$ cat config.mk
export PLATFORM = sky130hd
export DESIGN_NAME = pipeline_ctrl_flat
export DESIGN_NICKNAME = d
export VERILOG_FILES = /design/src/rtl/pipeline_ctrl_pkg.sv /design/src/rtl/pipeline_ctrl_if.sv /design/src/rtl/pipeline_ctrl_hazard_detect.sv /design/src/rtl/pipeline_ctrl.sv /design/src/flat_wrapper.sv
export SDC_FILE = /design/constraint.sdc
export NUM_CORES = 1
export LEC_CHECK = 0
export CAP_MARGIN = 0
export CORE_MARGIN = 5
export CORE_UTILIZATION = 59
export CTS_BUF_LIST = sky130_fd_sc_hd__clkbuf_4
export CTS_CLUSTER_SIZE = 28
export DETAILED_ROUTE_END_ITERATION = 7
export DONT_BUFFER_PORTS = 1
export GPL_ROUTABILITY_DRIVEN = 0
export HOLD_SLACK_MARGIN = 0.15
export PLACE_DENSITY = 0.78
export REMOVE_ABC_BUFFERS = 1
export SYNTH_ARGS = -nofsm -noshare
export SYNTH_HDL_FRONTEND = slang
export SYNTH_SLANG_ARGS = --single-unit
export TNS_END_PERCENT = 1
$ cat constraint.sdc
create_clock -name clk -period 2.05 [get_ports clk]
set_clock_uncertainty 0.1 [all_clocks]
set_input_delay 0.5125 -clock clk [delete_from_list [all_inputs] [get_ports clk]]
set_output_delay 0.5125 -clock clk [all_outputs]
set_load 0.02 [all_outputs]
$ cat src/rtl/pipeline_ctrl_pkg.sv
// Shared types and defaults for the pipeline stage-register sequencer.
// The state encoding is visible on the top-level state port.
package pipe_ctrl_pkg;

   localparam int STATE_W    = 2;
   localparam int DEF_REG_AW = 4;

   typedef enum logic [STATE_W-1:0] {
      RUN      = 2'd0,
      MEM_WAIT = 2'd1,
      FAULT    = 2'd2
   } state_t;

endpackage

$ cat src/rtl/pipeline_ctrl_if.sv
// Hazard/memory status from the pipeline and the stage-register controls back to it.
// The slave side is the sequencer; the master side is the pipeline datapath.
interface pipeline_ctrl_if #(
   parameter int REG_AW = pipe_ctrl_pkg::DEF_REG_AW,
   parameter int CNT_W  = 16
) ();

   logic [REG_AW-1:0]                 id_src1;
   logic [REG_AW-1:0]                 id_src2;
   logic                              id_two_src;
   logic                              id_valid;
   logic [REG_AW-1:0]                 exe_dest;
   logic                              exe_wb_en;
   logic                              exe_mem_r_en;
   logic                              exe_branch;
   logic [REG_AW-1:0]                 mem_dest;
   logic                              mem_wb_en;
   logic                              mem_req;
   logic                              mem_ready;

   logic                              freeze_front;
   logic                              freeze_back;
   logic                              flush_ifid;
   logic                              bubble_idex;
   logic                              fault;
   logic [pipe_ctrl_pkg::STATE_W-1:0] state;
   logic [CNT_W-1:0]                  stall_cnt;
   logic [CNT_W-1:0]                  flush_cnt;

   modport master (
      output id_src1, id_src2, id_two_src, id_valid,
      output exe_dest, exe_wb_en, exe_mem_r_en, exe_branch,
      output mem_dest, mem_wb_en, mem_req, mem_ready,
      input  freeze_front, freeze_back, flush_ifid, bubble_idex,
      input  fault, state, stall_cnt, flush_cnt
   );

   modport slave (
      input  id_src1, id_src2, id_two_src, id_valid,
      input  exe_dest, exe_wb_en, exe_mem_r_en, exe_branch,
      input  mem_dest, mem_wb_en, mem_req, mem_ready,
      output freeze_front, freeze_back, flush_ifid, bubble_idex,
      output fault, state, stall_cnt, flush_cnt
   );

endinterface

$ cat src/rtl/pipeline_ctrl_hazard_detect.sv
// Combinational RAW hazard check of the ID sources against EXE/MEM destinations.
// With forwarding only a load in EXE stalls; without it any pending write-back does.
module hazard_detect #(
   parameter int REG_AW = pipe_ctrl_pkg::DEF_REG_AW,
   parameter bit FWD_EN = 1'b1
) (
   input  logic [REG_AW-1:0] src1,
   input  logic [REG_AW-1:0] src2,
   input  logic              two_src,
   input  logic              valid,
   input  logic [REG_AW-1:0] exe_dest,
   input  logic              exe_wb_en,
   input  logic              exe_mem_r_en,
   input  logic [REG_AW-1:0] mem_dest,
   input  logic              mem_wb_en,
   output logic              hazard
);

   logic exe_hit;
   logic mem_hit;
   logic load_use;
   logic any_use;

   assign exe_hit  = (exe_dest == src1) | (two_src & (exe_dest == src2));
   assign mem_hit  = (mem_dest == src1) | (two_src & (mem_dest == src2));

   assign load_use = valid & exe_wb_en & exe_mem_r_en & exe_hit;
   assign any_use  = valid & ((exe_wb_en & exe_hit) | (mem_wb_en & mem_hit));

   assign hazard   = FWD_EN ? load_use : any_use;

endmodule

$ cat src/rtl/pipeline_ctrl.sv
// Stage-register sequencer: freeze/flush/bubble controls from a RUN/MEM_WAIT/FAULT FSM,
// plus saturating stall/flush event counters and a sticky memory-timeout fault.
module pipeline_ctrl
   import pipe_ctrl_pkg::*;
#(
   parameter int REG_AW      = DEF_REG_AW,
   parameter bit FWD_EN      = 1'b1,
   parameter int MEM_TIMEOUT = 64,
   parameter int CNT_W       = 16
) (
   input  logic          clk,
   input  logic          rst,
   pipeline_ctrl_if.slave bus
);

   localparam int WAIT_W = (MEM_TIMEOUT < 2) ? 1 : $clog2(MEM_TIMEOUT + 1);

   state_t            state_q, state_nxt;
   logic [WAIT_W-1:0] wait_q, wait_nxt;
   logic              fault_q, fault_nxt;
   logic [CNT_W-1:0]  stall_q, flush_q;

   logic hazard;
   logic mem_stall;
   logic run_rules;
   logic front_c, back_c, flush_c, bubble_c;
   logic stall_inc, flush_inc;

   hazard_detect #(
      .REG_AW (REG_AW),
      .FWD_EN (FWD_EN)
   ) u_hazard (
      .src1         (bus.id_src1),
      .src2         (bus.id_src2),
      .two_src      (bus.id_two_src),
      .valid        (bus.id_valid),
      .exe_dest     (bus.exe_dest),
      .exe_wb_en    (bus.exe_wb_en),
      .exe_mem_r_en (bus.exe_mem_r_en),
      .mem_dest     (bus.mem_dest),
      .mem_wb_en    (bus.mem_wb_en),
      .hazard       (hazard)
   );

   assign mem_stall = bus.mem_req & ~bus.mem_ready;

   // NOTE: every variable gets a default before the case so no path leaves it unassigned (no latch).
   always_comb begin
      state_nxt = state_q;
      wait_nxt  = wait_q;
      fault_nxt = fault_q;
      run_rules = 1'b0;
      front_c   = 1'b0;
      back_c    = 1'b0;
      flush_c   = 1'b0;
      bubble_c  = 1'b0;
      stall_inc = 1'b0;
      flush_inc = 1'b0;

      unique case (state_q)
         RUN: begin
            if (mem_stall) begin
               front_c   = 1'b1;
               back_c    = 1'b1;
               state_nxt = MEM_WAIT;
               wait_nxt  = WAIT_W'(1);
            end else begin
               run_rules = 1'b1;
            end
         end
         MEM_WAIT: begin
            if (!bus.mem_ready) begin
               front_c = 1'b1;
               back_c  = 1'b1;
               if (wait_q == WAIT_W'(MEM_TIMEOUT)) begin
                  state_nxt = FAULT;
                  fault_nxt = 1'b1;
               end else begin
                  wait_nxt = wait_q + WAIT_W'(1);
               end
            end else begin
               // Release cycle: a branch held in EXE during the wait is flushed right now.
               run_rules = 1'b1;
               state_nxt = RUN;
               wait_nxt  = '0;
            end
         end
         FAULT: begin
            front_c = 1'b1;
            back_c  = 1'b1;
         end
         default: begin
            front_c   = 1'b1;
            back_c    = 1'b1;
            state_nxt = FAULT;
            fault_nxt = 1'b1;
         end
      endcase

      if (run_rules) begin
         if (bus.exe_branch) begin
            flush_c   = 1'b1;
            bubble_c  = 1'b1;
            flush_inc = 1'b1;
         end else if (hazard) begin
            front_c   = 1'b1;
            bubble_c  = 1'b1;
            stall_inc = 1'b1;
         end
      end
   end

   // NOTE: sequential state uses non-blocking assignments so all registers update from pre-edge values.
   always_ff @(posedge clk or negedge rst) begin
      if (!rst) begin
         state_q <= RUN;
         wait_q  <= '0;
         fault_q <= 1'b0;
      end else begin
         state_q <= state_nxt;
         wait_q  <= wait_nxt;
         fault_q <= fault_nxt;
      end
   end

   always_ff @(posedge clk or negedge rst) begin
      if (!rst) begin
         stall_q <= '0;
         flush_q <= '0;
      end else begin
         if (stall_inc && (stall_q != '1)) stall_q <= stall_q + CNT_W'(1);
         if (flush_inc && (flush_q != '1)) flush_q <= flush_q + CNT_W'(1);
      end
   end

   // Controls are Mealy, so they are gated to keep the pipeline quiet while reset is held.
   assign bus.freeze_front = rst & front_c;
   assign bus.freeze_back  = rst & back_c;
   assign bus.flush_ifid   = rst & flush_c;
   assign bus.bubble_idex  = rst & bubble_c;
   assign bus.fault        = fault_q;
   assign bus.state        = state_q;
   assign bus.stall_cnt    = stall_q;
   assign bus.flush_cnt    = flush_q;

endmodule
$ cat src/flat_wrapper.sv
// flat-port wrapper written by rule: the top's interface ports become plain ports
module pipeline_ctrl_flat import pipe_ctrl_pkg::*;
#(
   parameter int REG_AW      = DEF_REG_AW,
   parameter bit FWD_EN      = 1'b1,
   parameter int MEM_TIMEOUT = 64,
   parameter int CNT_W       = 16
)
  (clk, rst, bus_id_src1, bus_id_src2, bus_id_two_src, bus_id_valid, bus_exe_dest, bus_exe_wb_en, bus_exe_mem_r_en, bus_exe_branch, bus_mem_dest, bus_mem_wb_en, bus_mem_req, bus_mem_ready, bus_freeze_front, bus_freeze_back, bus_flush_ifid, bus_bubble_idex, bus_fault, bus_state, bus_stall_cnt, bus_flush_cnt);
  pipeline_ctrl_if #(.REG_AW(REG_AW), .CNT_W(CNT_W)) bus_i ();
  input  logic clk;
  input  logic rst;
  input wire logic [$bits(bus_i.id_src1)-1:0] bus_id_src1;
  input wire logic [$bits(bus_i.id_src2)-1:0] bus_id_src2;
  input wire logic [$bits(bus_i.id_two_src)-1:0] bus_id_two_src;
  input wire logic [$bits(bus_i.id_valid)-1:0] bus_id_valid;
  input wire logic [$bits(bus_i.exe_dest)-1:0] bus_exe_dest;
  input wire logic [$bits(bus_i.exe_wb_en)-1:0] bus_exe_wb_en;
  input wire logic [$bits(bus_i.exe_mem_r_en)-1:0] bus_exe_mem_r_en;
  input wire logic [$bits(bus_i.exe_branch)-1:0] bus_exe_branch;
  input wire logic [$bits(bus_i.mem_dest)-1:0] bus_mem_dest;
  input wire logic [$bits(bus_i.mem_wb_en)-1:0] bus_mem_wb_en;
  input wire logic [$bits(bus_i.mem_req)-1:0] bus_mem_req;
  input wire logic [$bits(bus_i.mem_ready)-1:0] bus_mem_ready;
  output wire logic [$bits(bus_i.freeze_front)-1:0] bus_freeze_front;
  output wire logic [$bits(bus_i.freeze_back)-1:0] bus_freeze_back;
  output wire logic [$bits(bus_i.flush_ifid)-1:0] bus_flush_ifid;
  output wire logic [$bits(bus_i.bubble_idex)-1:0] bus_bubble_idex;
  output wire logic [$bits(bus_i.fault)-1:0] bus_fault;
  output wire logic [$bits(bus_i.state)-1:0] bus_state;
  output wire logic [$bits(bus_i.stall_cnt)-1:0] bus_stall_cnt;
  output wire logic [$bits(bus_i.flush_cnt)-1:0] bus_flush_cnt;
  assign bus_i.id_src1 = bus_id_src1;
  assign bus_i.id_src2 = bus_id_src2;
  assign bus_i.id_two_src = bus_id_two_src;
  assign bus_i.id_valid = bus_id_valid;
  assign bus_i.exe_dest = bus_exe_dest;
  assign bus_i.exe_wb_en = bus_exe_wb_en;
  assign bus_i.exe_mem_r_en = bus_exe_mem_r_en;
  assign bus_i.exe_branch = bus_exe_branch;
  assign bus_i.mem_dest = bus_mem_dest;
  assign bus_i.mem_wb_en = bus_mem_wb_en;
  assign bus_i.mem_req = bus_mem_req;
  assign bus_i.mem_ready = bus_mem_ready;
  assign bus_freeze_front = bus_i.freeze_front;
  assign bus_freeze_back = bus_i.freeze_back;
  assign bus_flush_ifid = bus_i.flush_ifid;
  assign bus_bubble_idex = bus_i.bubble_idex;
  assign bus_fault = bus_i.fault;
  assign bus_state = bus_i.state;
  assign bus_stall_cnt = bus_i.stall_cnt;
  assign bus_flush_cnt = bus_i.flush_cnt;
  pipeline_ctrl #(.REG_AW(REG_AW), .FWD_EN(FWD_EN), .MEM_TIMEOUT(MEM_TIMEOUT), .CNT_W(CNT_W)) u_core (.clk(clk), .rst(rst), .bus(bus_i));
endmodule
* Word level (Yosys, flattened, before mapping)
Index checks and enable logic that the tools add are counted.
** Cells by class
- Eq/ne operators :: 12
- $add $sub $neg :: 3
- Bitwise logic cells :: 13
- Reduce and logical (&&, ||, !) cells :: 8
- Multiplexer cells :: 27
** Operator list (count)
- $add A16 B1 Y16 const B :: 2
- $ne A16 B16 Y1 const B :: 2
- $mux W7 :: 3
- $mux W1 :: 16
- $pmux W7 S2 :: 1
- $and A1 B1 Y1 :: 9
- $reduce_and A3 Y1 :: 3
- $eq A4 B4 Y1 :: 2
- $add A7 B1 Y7 const B :: 1
- $eq A7 B7 Y1 const B :: 1
- $mux W2 :: 3
- $pmux W1 S2 :: 3
- $pmux W2 S3 :: 1
- $ne A2 B1 Y1 const B :: 2
- $ne A3 B2 Y1 const B :: 1
- $ne A3 B3 Y1 const B :: 1
- $not A1 Y1 :: 3
- $eq A2 B1 Y1 const B :: 1
- $eq A2 B2 Y1 const B :: 1
- $logic_and A1 B1 Y1 :: 2
- $logic_not A2 Y1 :: 1
- $ne A2 B2 Y1 const B :: 1
- $reduce_bool A2 Y1 :: 1
- $reduce_or A2 Y1 :: 1
- $or A1 B1 Y1 :: 1
** Storage, ports and cells
- Input bits :: 26
- Output and inout port bits :: 39
- Register bits after elaboration :: 42
- Word-level logic and storage cells :: 68

* Logic depth before layout (Yosys ltp)
Gate-level depths: netlist of run 1.
- Depth after elaboration :: 8
- Depth in mapped cells :: 7
- Depth with buffers taken out :: 7

* Cells and area by module
A second synthesis of run 1 with hierarchy kept.
** Unflattened totals
- Cell total of the unflattened synthesis :: 225
- Area, all modules :: 2344.7 sq um
** Modules (own cells, without submodules)
- pipeline_ctrl :: cells an instance 212, seq. area each 1051.0 sq um, instances 1, area each 2243.4 sq um
- hazard_detect :: cells an instance 13, seq. area each 0.0 sq um, instances 1, area each 101.3 sq um

* Worst setup path after synthesis of run 1
Ideal clock, no wire load.
- Path kind :: input to output
- Start :: in bus_id_src1[1]
- End :: out bus_freeze_front
- Data required time :: 1437 ps
- Stages :: 5
- Arrival :: 1855 ps
- Slack :: -417 ps
- Path buffers :: 1
- Cells stage by stage :: xor2_1 nor4_4 a22oi_4 buf_6 a21boi_0
** On the way
- Word-level cells in the longest chain between the ends :: 7
** RTL lines
- from (decl) :: line flat_wrapper.sv:13 : input wire logic [$bits(bus_i.id_src1)-1:0] bus_id_src1;
- $eq A4 B4 Y1 :: line pipeline_ctrl_hazard_detect.sv:24 : assign exe_hit = (exe_dest == src1) | (two_src & (exe_dest == src2));
- $or A1 B1 Y1 :: line pipeline_ctrl_hazard_detect.sv:24
- $and A1 B1 Y1 :: line pipeline_ctrl_hazard_detect.sv:27 : assign load_use = valid & exe_wb_en & exe_mem_r_en & exe_hit;
- $mux W1 :: line pipeline_ctrl.sv:105 : end else if (hazard) begin
- $mux W1 :: line pipeline_ctrl.sv:101 : if (bus.exe_branch) begin
- $mux W1 :: line pipeline_ctrl.sv:100 : if (run_rules) begin
- $and A1 B1 Y1 :: line pipeline_ctrl.sv:137 : assign bus.freeze_front = rst & front_c;
- to (decl) :: line flat_wrapper.sv:25 : output wire logic [$bits(bus_i.freeze_front)-1:0] bus_freeze_front;
No other way between the ends.

* Worst setup path after layout of run 1
- Start :: in bus_id_src1[0]
- End :: out bus_freeze_front
The elaborated chain is that of the path after synthesis.

==> results of run 1 <==
[cell usage in the layout, fill, tap and decap left out, types with 3 or more instances in the layout]
cell type	instances
nor2_1	13
and4_1	3
dfrtp_1	42
mux2_2	3
nor3_1	11
and3_1	4
nand3_1	13
ha_1	4
o21ai_0	3
nand4_1	8
clkbuf_4	6
nor4_2	3
xnor2_1	13
nor4_1	4
nand2_1	23
a211oi_1	4
inv_1	5
xor2_1	23
nand2b_1	3
buf_4	46
a21oi_1	3
[path summary, 6_finish.rpt]
path | cells past startpoint | end
max in group asynchronous | 2 | u_core.bus.flush_cnt[2]
min | 3 | u_core.wait_q[0]
min reg2reg | 1 | u_core.bus.flush_cnt[2]
max reg2reg | 7 | u_core.wait_q[5]
max | 6 | bus_freeze_front
min in group asynchronous | 2 | u_core.bus.stall_cnt[8]
[where the power goes]
group | switching, mW | internal, mW | leakage [nW]
clock | 0.260 | 0.142 | 0.0331
sequential | 0.00825 | 0.834 | 0.563
combinational | 0.0474 | 0.0375 | 0.829
[per-stage QoR]
stage	hold slack (ns)	setup WS [ns]	std cells
after floorplan	0.117	-0.337	221
after global routing	0.251	-0.131	327
final	0.256	-0.0968	327
after detailed placement	0.118	-0.150	316
after CTS	0.248	-0.118	326
after global placement	0.118	-0.176	316
[flip-flops by register name, indices dropped and copies added (netlist names)]
| register | cells |
|---|---|
| u_core.bus.state | 2 |
| u_core.wait_q | 7 |
| u_core.bus.fault | 1 |
| u_core.bus.stall_cnt | 16 |
| u_core.bus.flush_cnt | 16 |
[cell type report]
cell class	count	area [µm²]	area share, %
timing repair buffer	50	398	13.8
clock buffer	6	45.0	1.56
inverter	5	18.8	0.650
sequential	42	1050	36.4
clock inverter	2	8.76	0.303
tap	48	60.1	2.08
multi-input combinational	174	1310	45.3
[repair_timing]
action / in CTS / in global routing
endpoints found under the hold margin: 42 / 0
setup buffers: 0 / 1
hold buffers: 2 / 0
endpoints found under the setup margin: 4 / 6
pin swaps: 3 / 3
gates resized for setup: 8 / 10
gates cloned: 0 / 0
[worst max-delay path, cell delays in order]
cell      delay, ns
xor2_1         0.18
nor4_4         0.31
buf_4          0.18
a22oi_4        0.07
a21boi_2       0.15
buf_6          0.13
[metal layers]
metal / vias up / global-route usage [%]
met1: 937 / 27.3
met2: 69 / 34.9
met5: - / 0
met4: 0 / 5.74
li1: 904 / -
met3: 19 / 5.37
[cell families after synthesis]
kind of cell | share of synthesized area, %
flip-flops | 45.1
XOR/XNOR | 14.3
buffers and inverters | 2.15
multiplexers | 2.96
AND/OR/NAND/NOR | 25.4
AO/OA/AOI/OAI | 7.90
adder cells (fa/ha/maj) | 2.15
==> impl_metrics.json, run 1 <==
{
  "violations": "negative setup slack",
  "fin_util_pct": 77.2,
  "antenna_found_initial": 0,
  "wl_per_cell_um": 16.6,
  "first_iter_violations": 133,
  "fmax_mhz": 466,
  "hp-start": "bus_mem_ready",
  "diodes": 0,
  "via_count": 1929,
  "crit_start": "bus_id_src1[0]",
  "hold_path.class": "input pin to flip-flop",
  "final_nets": 308,
  "grt_max_degree": 43,
  "slew_headroom_pct": 66.5,
  "synthFlopType": "dfrtp_1",
  "cts_tree": "yes",
  "synth_top_cell_area_share_pct": 45.1,
  "numCtsBuffers": 5,
  "grt-ovfl-total": 0,
  "timing.rr.start": "u_core.wait_q[1]",
  "finalWorstSetupSlack_ns": -0.0968,
  "path_clk_slew_ns": 0.12,
  "worst_pin_slew_ns": 0.498,
  "top_layer": "met4",
  "grt_usage_pct": 21.0,
  "cap_violations": 0,
  "hold_viol": 0,
  "yosys.area.top_type": "dfrtp_1",
  "root_buffer": "clkbuf_4",
  "finalCritPeriodShare_pct": 105,
  "r2r_setup_slack_ns": 0.06,
  "synth_warnings": 0,
  "clockBufferDepth": 2,
  "std_cell_rows": 22,
  "ys_types": 47,
  "synth_area_leaders": "dfrtp_1, xor2_1, xnor2_1",
  "die_w_um": 72.8,
  "p_leak_nw": 1.43,
  "finalSetupTns_ns": -0.163,
  "fillCellCount": 267,
  "power_mw": 1.33,
  "clock-sinks": 42,
  "synthesis.area_mm2": 0.00233,
  "drtPass1Iterations": 4,
  "vdd_drop_max_mv": 0.477,
  "drive_gt1_share_pct": 29.7,
  "critPathRequiredTime_ns": 1.44,
  "grt_pass1_vias": 1946,
  "cp-start-kind": "input pin",
  "dr_wl_met2_um": 2600,
  "htreeDepth": 2,
  "coreArea_mm2": 0.00374,
  "vias_per_cell": 5.90,
  "wl_met3_um": 425,
  "ys_async_sr_fraction_pct": 100,
  "fp.dieH_um": 72.8,
  "synth_common_cells": "dfrtp_1, xor2_1, nand2_1",
  "io_pins": 65,
  "drcViolationCount": 0,
  "final_max_slew_viol_count": 0,
  "synth_seq_area_share_pct": 45.1,
  "period_minus_slack_ns": 2.15,
  "routed_wl_um": 5420,
  "die_area_mm2": 0.00530,
  "synth_edf_count": 0,
  "worstSetupPathType": "input pin to primary output",
  "syn_inst": 225,
  "yosysMostFrequentCell": "dfrtp_1",
  "initial_core_util_pct": 62.2,
  "avgSynthCellArea_um2": 10.3,
  "stdcell_area_mm2": 0.00289,
  "hpwlAfterDp_um": 3870,
  "m1WireLength_um": 2230,
  "setup_viol": 2,
  "ys_seq_elements": 42,
  "worstSetupEndpointType": "primary output",
  "cp.arrival_ns": 1.53,
  "rsz0062_at_grt": "true",
  "placed_area_mm2": 0.00271,
  "power.density_mw_per_mm2": 460,
  "path_max_fanout": 2,
  "ant_nets": 0,
  "port_buffers": 0,
  "status": "finished, violations left",
  "grt_pass1_wl_um": 8740,
  "clk_latency_ns": 0.35,
  "area_delta_synth_final_pct": 24.1
}
(Power assumes the default switching activity.)
==> run 2: changes to the inputs <==
- ABC_AREA: unset -> 1
- CORE_UTILIZATION: 59 -> 57
- CTS_BUF_LIST: sky130_fd_sc_hd__clkbuf_4 -> sky130_fd_sc_hd__clkbuf_16
- PLACE_DENSITY: 0.78 -> 0.75
==> impl_metrics.json, run 2 <==
{
  "fin_hold_ws_ns": 0.232,
  "fp.dieH_um": 79.7,
  "slew_headroom_pct": 73.6,
  "synth_common_cells": "nand2_1, inv_1, dfrtp_1",
  "antenna_found_initial": 0,
  "power_mw": 1.64,
  "io_pins": 65,
  "port_buffers": 0,
  "wl_per_cell_um": 13.8,
  "grt_pass1_wl_um": 11000,
  "finalSetupTns_ns": 0,
  "finalWorstSetupSlack_ns": 0.0575,
  "cts_tree": "yes",
  "synthFlopType": "dfrtp_1",
  "power.density_mw_per_mm2": 492,
  "setup_viol": 0,
  "grt_max_degree": 43,
  "path_clk_slew_ns": 0.06,
  "crit_path_cell_trace": "inv_2, nor2_4, nand2_2, nand2_4, buf_4, a21oi_2, buf_4",
  "cp_top_family": "flip-flops",
  "worstSetupEndpointType": "primary output",
  "drive_gt1_share_pct": 20.8,
  "routed_wl_um": 6450,
  "hold_viol": 0,
  "critPathRequiredTime_ns": 1.44,
  "period_minus_slack_ns": 1.99,
  "path_max_fanout": 3,
  "final_nets": 429,
  "status": "completed",
  "worst_pin_slew_ns": 0.396,
  "r2r_end": "u_core.bus.flush_cnt[10]",
  "endpoint": "bus_freeze_front",
  "ys_seq_elements": 42,
  "initial_core_util_pct": 58.7,
  "grt_pass1_vias": 2430,
  "drcViolationCount": 0,
  "synthesis.area_mm2": 0.00277,
  "dp_slack_ns": 0.108,
  "yosysMostFrequentCell": "nand2_1",
  "vias_per_cell": 5.20,
  "cp.arrival_ns": 1.38,
  "die_w_um": 79.7,
  "layout_common_cells": "nand2_1, inv_1, dfrtp_1",
  "syn_inst": 354,
  "fin_cells": 467,
  "coreArea_mm2": 0.00472,
  "synthSimpleGateAreaFrac_pct": 33.9,
  "clk_latency_ns": 0.28,
  "final_max_slew_viol_count": 0,
  "diodes": 0,
  "fmax_mhz": 502,
  "fin_util_pct": 70.6,
  "synth_xor_area_share_pct": 10.1,
  "via_count": 2427,
  "r2r_cells": 10,
  "p_leak_nw": 1.80,
  "synth_warnings": 0,
  "cap_violations": 0,
  "vdd_drop_max_mv": 0.453,
  "worstSetupPathType": "flip-flop to primary output",
  "synthAdderAreaFrac_pct": 1.81,
  "numCtsBuffers": 5,
  "cp.depth": 7,
  "std_cell_rows": 25,
  "grt-ovfl-total": 0,
  "synth_seq_area_share_pct": 37.9,
  "synth_compound_area_share_pct": 7.04,
  "first_iter_violations": 100,
  "cpMostUsedCell": "buf_4",
  "ys_types": 25,
  "stdcell_area_mm2": 0.00333,
  "ys_async_sr_fraction_pct": 100,
  "synth_top_cell_area_share_pct": 37.9,
  "die_area_mm2": 0.00636,
  "synth_edf_count": 0,
  "r2r_setup_slack_ns": 0.21,
  "cp-start-kind": "flip-flop",
  "placed_area_mm2": 0.00307,
  "slowest_stage": "dfrtp_1",
  "hold_path.class": "input pin to flip-flop",
  "finalCritPeriodShare_pct": 97.2,
  "drtPass1Iterations": 4,
  "layout_commonest_cell": "nand2_1",
  "yosys.area.top_type": "dfrtp_1",
  "ant_nets": 0,
  "slowest_delay_ns": 0.41,
  "htreeDepth": 2,
  "hpwlAfterDp_um": 4580,
  "cp.buffers_inverters": 3,
  "timing.rr.start": "u_core.bus.state[0]",
  "area_delta_synth_final_pct": 20.3,
  "rsz0062_at_grt": "true",
  "clock-sinks": 42,
  "grt_usage_pct": 21.9,
  "synth_top_family_by_area": "simple AND/OR/NAND/NOR gates",
  "crit_start": "u_core.bus.state[0]",
  "clockBufferDepth": 2,
  "dp.cells": 450,
  "synth_area_leaders": "dfrtp_1, nand2_1, xor2_1",
  "root_buffer": "clkbuf_16",
  "muxShareOfSynthArea_pct": 0,
  "avgSynthCellArea_um2": 7.83
}
==> run 2: worst min-delay path by stage <==
| stage | from | to | slack (ns) | cells after the start |
|---|---|---|---|---|
| global route | bus_mem_ready | u_core.wait_q[5] | 0.24 | 1 |
| floorplan | rst | u_core.bus.fault | 0.12 | 0 |
| detailed placement | rst | u_core.bus.stall_cnt[3] | 0.12 | 0 |
| finish | bus_mem_ready | u_core.wait_q[5] | 0.23 | 1 |
| global placement | rst | u_core.bus.stall_cnt[4] | 0.12 | 0 |
| CTS | bus_mem_ready | u_core.wait_q[5] | 0.23 | 1 |
==> run 2: kinds of logic after synthesis <==
family,after synthesis
AOI/OAI and AO/OA,30
DFF,42
adders and majority gates,4
and+or+nand+nor,187
xor gates and xnor gates,32
buffers and inverters,59
==> run 2: layer usage <==
metal / part of all wire, % / track usage [%] / vias up
li1: - / - / 1217
met1: 41 / 26.5 / 1144
met2: 51 / 36.7 / 55
met3: 5.5 / 5.98 / 11
met4: 1.8 / 8.95 / 0
met5: 0 / 0 / -
==> run 2: cell type report <==
| class | instances | area, µm² |
|---|---|---|
| tap | 67 | 83.8 |
| multi-input combinational | 253 | 1500 |
| fill | 368 | 1390 |
| clock buffer | 5 | 125 |
| inverter | 54 | 208 |
| sequential | 42 | 1050 |
| clock inverter | 3 | 12.5 |
| timing repair buffer | 43 | 354 |
==> run 2: repair_timing <==
item                                    4_1_cts  5_1_grt
endpoints found under the hold margin        42        0
setup buffers                                 5        2
pin swaps                                     5        8
hold buffers                                  2        0
endpoints found under the setup margin        2        4
gates resized for setup                       7        6
==> run 2: power breakdown <==
| part | internal [mW] | switching [mW] | total, mW |
|---|---|---|---|
| clock | 0.440 | 0.306 | 0.746 |
| combinational | 0.0226 | 0.0414 | 0.0640 |
| sequential | 0.830 | 0.00126 | 0.831 |
